===== config.mk =====
export PLATFORM = sky130hd
export DESIGN_NAME = vga_char_queue
export DESIGN_NICKNAME = d
export VERILOG_FILES = /design/src/rtl/vga_char_queue.sv
export SDC_FILE = /design/constraint.sdc
export NUM_CORES = 1
export LEC_CHECK = 0
export BUFFER_PORTS_ARGS = -buffer_cell sky130_fd_sc_hd__buf_4
export CORE_MARGIN = 8
export CORE_UTILIZATION = 59
export CTS_BUF_LIST = sky130_fd_sc_hd__clkbuf_4
export DETAILED_ROUTE_END_ITERATION = 10
export HOLD_SLACK_MARGIN = 0.1
export MAX_ROUTING_LAYER = met4
export PLACE_DENSITY = 0.84
export RECOVER_POWER = 100
export SKIP_LAST_GASP = 1
export SYNTH_ARGS = -nofsm -noshare
export SYNTH_HDL_FRONTEND = slang
export SYNTH_SLANG_ARGS = --single-unit

===== constraint.sdc =====
create_clock -name Bus2IP_Clk -period 8 [get_ports Bus2IP_Clk]
set_input_delay 1.6 -clock Bus2IP_Clk [delete_from_list [all_inputs] [get_ports Bus2IP_Clk]]
set_output_delay 1.6 -clock Bus2IP_Clk [all_outputs]
set_load 0.05 [all_outputs]

===== src/rtl/vga_char_queue.sv =====
// vga_char_queue: command FIFO feeding a VGA character RAM.
// Host words are queued, then drained one at a time into character-cell
// writes (row*COLS+col) or a full-screen clear sweep of spaces.
// Optional build macro: VGA_CHARQ_BLANK_GATE_EN. When defined, draining and
// RAM writes are gated by v_blank. When undefined, v_blank is ignored.
// Ports:
//   Bus2IP_Clk, Bus2IP_Reset     clock, synchronous active-high reset
//   wr_valid, wr_data, wr_ready  host command push handshake
//   v_blank                      vertical blanking from the VGA timing stage
//   ram_we, ram_addr, ram_data   character RAM write port (registered)
//   count                        FIFO occupancy
//   range_err                    sticky: an out-of-range command was dropped
module vga_char_queue #(
   parameter int unsigned DEPTH = 16,
   parameter int unsigned COLS  = 40,
   parameter int unsigned ROWS  = 30
) (
   input  logic        Bus2IP_Clk,
   input  logic        Bus2IP_Reset,
   input  logic        wr_valid,
   input  logic [0:31] wr_data,
   output logic        wr_ready,
   input  logic        v_blank,
   output logic        ram_we,
   output logic [0:10] ram_addr,
   output logic [0:6]  ram_data,
   output logic [0:4]  count,
   output logic        range_err
);

   localparam int unsigned PTR_W  = $clog2(DEPTH);
   localparam int unsigned CNT_W  = PTR_W + 1;
   localparam int unsigned ADDR_W = 11;
   localparam int unsigned CHAR_W = 7;
   localparam int unsigned CELLS  = ROWS * COLS;

   typedef struct packed {
      logic              clr;
      logic [4:0]        row;
      logic [5:0]        col;
      logic [CHAR_W-1:0] ch;
   } cmd_t;

   typedef enum logic [1:0] {IDLE, WRITE, CLEAR} state_t;

   state_t              state_q, state_d;
   logic [ADDR_W-1:0]   clr_addr_q, clr_addr_d;
   logic                ram_we_q, ram_we_d;
   logic [ADDR_W-1:0]   ram_addr_q, ram_addr_d;
   logic [CHAR_W-1:0]   ram_data_q, ram_data_d;
   logic                range_err_q, range_err_d;
   logic                pop_hold_q, pop_hold_d;
   logic [PTR_W-1:0]    wr_ptr_q, wr_ptr_d;
   logic [PTR_W-1:0]    rd_ptr_q, rd_ptr_d;
   logic [CNT_W-1:0]    count_q, count_d;
   logic                wr_ready_q, wr_ready_d;
   cmd_t                mem_q [DEPTH];

   cmd_t                wr_cmd_c, head_c;
   logic                head_oor_c;
   logic [ADDR_W-1:0]   head_addr_c;
   logic                gate_c, push_c, pop_c;
   logic                unused_c;

   // Drain gate
`ifdef VGA_CHARQ_BLANK_GATE_EN
   assign gate_c   = v_blank;
   assign unused_c = ^wr_data[12:24];
`else
   assign gate_c   = 1'b1;
   assign unused_c = ^{wr_data[12:24], v_blank};
`endif

   // Field extraction from the host word
   assign wr_cmd_c.clr = wr_data[0];
   assign wr_cmd_c.row = wr_data[1:5];
   assign wr_cmd_c.col = wr_data[6:11];
   assign wr_cmd_c.ch  = wr_data[25:31];

   // Head entry decode
   assign head_c      = mem_q[rd_ptr_q];
   assign head_oor_c  = (32'(head_c.row) >= ROWS) || (32'(head_c.col) >= COLS);
   assign head_addr_c = ADDR_W'(32'(head_c.row) * COLS + 32'(head_c.col));

   // Push is decided on the registered (pre-edge) not-full flag only
   assign push_c = wr_valid && wr_ready_q;

   // FSM next state and registered outputs
   always_comb begin
      state_d     = state_q;
      clr_addr_d  = clr_addr_q;
      ram_we_d    = 1'b0;
      ram_addr_d  = ram_addr_q;
      ram_data_d  = ram_data_q;
      range_err_d = range_err_q;
      pop_c       = 1'b0;
      pop_hold_d  = 1'b0;
      unique case (state_q)
         IDLE: begin
            // pop_hold keeps back-to-back dropped entries to one pop per 2 cycles
            if ((count_q != '0) && gate_c && !pop_hold_q) begin
               pop_c      = 1'b1;
               pop_hold_d = 1'b1;
               if (head_c.clr) begin
                  state_d    = CLEAR;
                  clr_addr_d = '0;
               end else if (head_oor_c) begin
                  range_err_d = 1'b1;
               end else begin
                  state_d    = WRITE;
                  ram_we_d   = 1'b1;
                  ram_addr_d = head_addr_c;
                  ram_data_d = head_c.ch;
               end
            end
         end
         WRITE: begin
            // strobe is already on the outputs this cycle
            state_d = IDLE;
         end
         CLEAR: begin
            if (gate_c) begin
               ram_we_d   = 1'b1;
               ram_addr_d = clr_addr_q;
               ram_data_d = CHAR_W'(7'h20);
               if (clr_addr_q == ADDR_W'(CELLS - 1)) begin
                  state_d = IDLE;
               end else begin
                  clr_addr_d = clr_addr_q + ADDR_W'(1);
               end
            end
         end
         default: state_d = IDLE;
      endcase
   end

   // FIFO pointers and occupancy
   always_comb begin
      wr_ptr_d   = push_c ? wr_ptr_q + PTR_W'(1) : wr_ptr_q;
      rd_ptr_d   = pop_c ? rd_ptr_q + PTR_W'(1) : rd_ptr_q;
      count_d    = count_q + CNT_W'(push_c) - CNT_W'(pop_c);
      wr_ready_d = (count_d != CNT_W'(DEPTH));
   end

   // State and control registers
   always_ff @(posedge Bus2IP_Clk) begin
      if (Bus2IP_Reset) begin
         state_q     <= IDLE;
         clr_addr_q  <= '0;
         ram_we_q    <= 1'b0;
         ram_addr_q  <= '0;
         ram_data_q  <= '0;
         range_err_q <= 1'b0;
         pop_hold_q  <= 1'b0;
         wr_ptr_q    <= '0;
         rd_ptr_q    <= '0;
         count_q     <= '0;
         wr_ready_q  <= 1'b1;
      end else begin
         state_q     <= state_d;
         clr_addr_q  <= clr_addr_d;
         ram_we_q    <= ram_we_d;
         ram_addr_q  <= ram_addr_d;
         ram_data_q  <= ram_data_d;
         range_err_q <= range_err_d;
         pop_hold_q  <= pop_hold_d;
         wr_ptr_q    <= wr_ptr_d;
         rd_ptr_q    <= rd_ptr_d;
         count_q     <= count_d;
         wr_ready_q  <= wr_ready_d;
      end
   end

   // FIFO storage (no reset needed; validity tracked by pointers)
   always_ff @(posedge Bus2IP_Clk) begin
      if (push_c) begin
         mem_q[wr_ptr_q] <= wr_cmd_c;
      end
   end

   assign wr_ready  = wr_ready_q;
   assign ram_we    = ram_we_q;
   assign ram_addr  = ram_addr_q;
   assign ram_data  = ram_data_q;
   assign count     = 5'(count_q);
   assign range_err = range_err_q;

endmodule


==> impl_metrics.json <==
{
  "io_pins": 62,
  "clockRootBuffer": "clkbuf_4",
  "cts_tree": "done",
  "period_share_pct": 68.4,
  "die-area_um2": 29200,
  "cp_cell_sequence": "buf_4, mux4_1, mux4_2, nor2_1, nand3_1, nand3b_1, o22ai_1",
  "area_growth_pct": 10.8,
  "yosys_warnings": 0,
  "holdWs_ps": 476,
  "fin_skew_ps": 54.8,
  "htreeDepth": 3,
  "synth_top_area_share_pct": 64.5,
  "drv_cap": 16,
  "cts_max_path_buffers": 3,
  "power.density_nw_per_um2": 332,
  "crit_required_ps": 8550,
  "status": "complete, but fails checks",
  "min_from": "ram_data[6]$_SDFFE_PP0P_",
  "hp-class": "flip-flop to flip-flop",
  "cts.sinks": 356,
  "cts_buffers": 87,
  "dominantRegCellSynth": "edfxtp_1",
  "coreArea_um2": 23500,
  "yosys-top-cells-area": "edfxtp_1, mux4_2, dfxtp_1, ha_1, nor2_1",
  "viasPerCell": 6.01,
  "grt_max_degree": 53,
  "rows": 56,
  "dpl.cell_count": 1098,
  "cp-start-kind": "flip-flop",
  "p_leak_nw": 5.17,
  "die_w_um": 171,
  "clk_latency_ps": 710,
  "worstSetupEndpointType": "flip-flop",
  "rsz0062_at_grt": "no",
  "final_cell_area_um2": 15700,
  "dp_hpwl_um": 16800,
  "crit_fanout": 49,
  "io_buffers": 47,
  "postCtsSetupBuffers": 0,
  "grtUsageTotal_pct": 21.5,
  "post_cts_resized": 0,
  "violations": "max-capacitance violations, max-slew violations",
  "critPathSlowestCell": "dfxtp_1",
  "start_util_pct": 60.1,
  "grt_overflow": 0,
  "remaining_drc_errors": 0,
  "synth.net_count": 807,
  "grt_first_pass_wirelength_um": 45200,
  "drive_above_1_share_pct": 24.2,
  "synthCells": 747,
  "gp_congestion": 0.810,
  "final.min_clock_period_ps": 5480,
  "wl_per_cell_um": 23.5,
  "antenna_found_initial": 2,
  "cts_hold_buffers": 0,
  "synth_area_um2": 14200,
  "final_nets": 928,
  "tightest_slew_ps": 1840,
  "path_class": "flip-flop to flip-flop",
  "final_core_util_pct": 66.6,
  "ant_nets": 0,
  "yosysTopAreaCell": "edfxtp_1",
  "placed_area_um2": 14900,
  "die-height_um": 171,
  "ir_worst_vdd_mv": 0.165,
  "avgSynthCellArea_um2": 19.0,
  "fmax_mhz": 183,
  "grt_pass1_vias": 7972,
  "ys_seq_area_share_pct": 71.8,
  "ys_types": 52,
  "slowest_delay_ps": 1550,
  "layout.cells.non_filler": 1253,
  "vias": 7531,
  "slew_violations": 329,
  "drt_pass1_iterations": 5,
  "setup-violations-final": 0,
  "drtIter0Drc": 638,
  "arrival_ps": 6020,
  "synth_edf_count": 304,
  "fin_setup_tns_ps": 0,
  "fillers": 1552,
  "synthArstFlopShare_pct": 0,
  "ys_seq_elements": 356,
  "wl_um": 29400,
  "path_clk_slew_ps": 70,
  "slew_headroom_pct": -22.6,
  "final-hold-violation-count": 0
}
[worst max-delay path: cells and delay by family (launching register included)]
family	cells	cell delay (ps)
compound gates	1	170
buf+inv	1	940
flops	1	1550
mux	2	1240
simple gates	3	1430
[per-stage QoR]
stage               total power, mW  worst slack [ps]
finish                         5.21              2520
global route                   5.49              1980
CTS                            5.30              3600
detailed placement             3.90              3630
global placement               3.81              3700
floorplan                      3.51              3560
[cells in the mapped netlist (2+ instances only)]
master and number:
edfxtp_1 304, mux4_2 82, dfxtp_1 52, nor2_1 43, inv_1 24, ha_1 21
clkbuf_1 20, nand2_1 18, and2_1 17, xor2_1 16, a22oi_1 12, a21oi_1 10
nor3_1 10, buf_2 9, mux2i_1 9, and3_1 8, nand3_1 8, xnor2_1 8
nand4_1 7, nor2b_1 7, mux4_1 6, a211oi_1 5, o22ai_1 5, a21o_1 4
a2111oi_2 3, buf_6 3, fa_1 3, o21ai_0 3, or3_1 3, a221o_1 2
nand3b_1 2, nor4_1 2, o21bai_1 2
[cells by family after synthesis]
kind of cell | after synthesis | synth area share [%]
simple gates | 134 | 4.87
mux | 97 | 14.8
buf+inv | 59 | 1.94
xor+xnor | 24 | 1.48
fa+ha+maj | 24 | 2.28
compound gates | 53 | 2.79
flops | 356 | 71.8
[state kept, by name (all words and copies together) (netlist names), 2 cells and up, named ones only]
register,cells
ram_data,7
wr_ptr_q,4
mem_q,304
clr_addr_q,11
ram_addr,11
state_q,2
count,5
rd_ptr_q,4
[worst paths after layout]
path,to,cells after the start,slack [ps]
max,ram_data[2]$_SDFFE_PP0P_,7,2520
min,ram_data[6]$_SDFFE_PP0P_,2,480
max reg2reg,ram_data[2]$_SDFFE_PP0P_,7,2520
min reg2reg,ram_data[6]$_SDFFE_PP0P_,2,480
[layer usage]
layer  part of all wire, %  wire length [um]  GRT usage (%)  vias to the layer above
met5                     0                 0              -                        -
met4                   2.4               701           8.85                        0
met3                   7.8              2290           5.09                       65
met2                    52             15300           35.4                      336
met1                    38             11200           25.5                     3822
li1                      -                 -              -                     3308
[layout make-up]
type | instances | area [um2] | share of cell area, %
clock inverters | 32 | 153 | 0.973
inverters | 24 | 90.1 | 0.574
repair buffers | 67 | 270 | 1.72
diodes | 2 | 5.00 | 0.0319
clock buffers | 121 | 908 | 5.79
flip-flops and latches | 356 | 10200 | 64.8
well taps | 319 | 399 | 2.54
multi-input cells | 332 | 3690 | 23.5
[report_power, final]
group	switching, mW	internal, mW	leakage [nW]
Combinational	0.934	0.661	1.37
Sequential	0.0889	2.13	3.17
Clock	0.691	0.707	0.631
[cells in the final DEF (no fill, tap or decap), types with 8 or more instances in the layout]
master / netlist / routed
mux4_2: 82 / 82
mux2i_1: 9 / 9
clkinv_1: 0 / 19
clkbuf_1: 20 / 62
clkinv_2: 0 / 8
dfxtp_1: 52 / 50
ha_1: 21 / 21
a21oi_1: 10 / 10
nand3_1: 8 / 9
nor2_1: 43 / 43
and3_1: 8 / 8
a22oi_1: 12 / 12
nand2_1: 18 / 18
xnor2_1: 8 / 8
xor2_1: 16 / 16
and2_0: 0 / 10
inv_1: 24 / 24
nor3_1: 10 / 10
edfxtp_1: 304 / 304
clkbuf_4: 0 / 121
No activity file was read; power rests on OpenSTA's default activity.
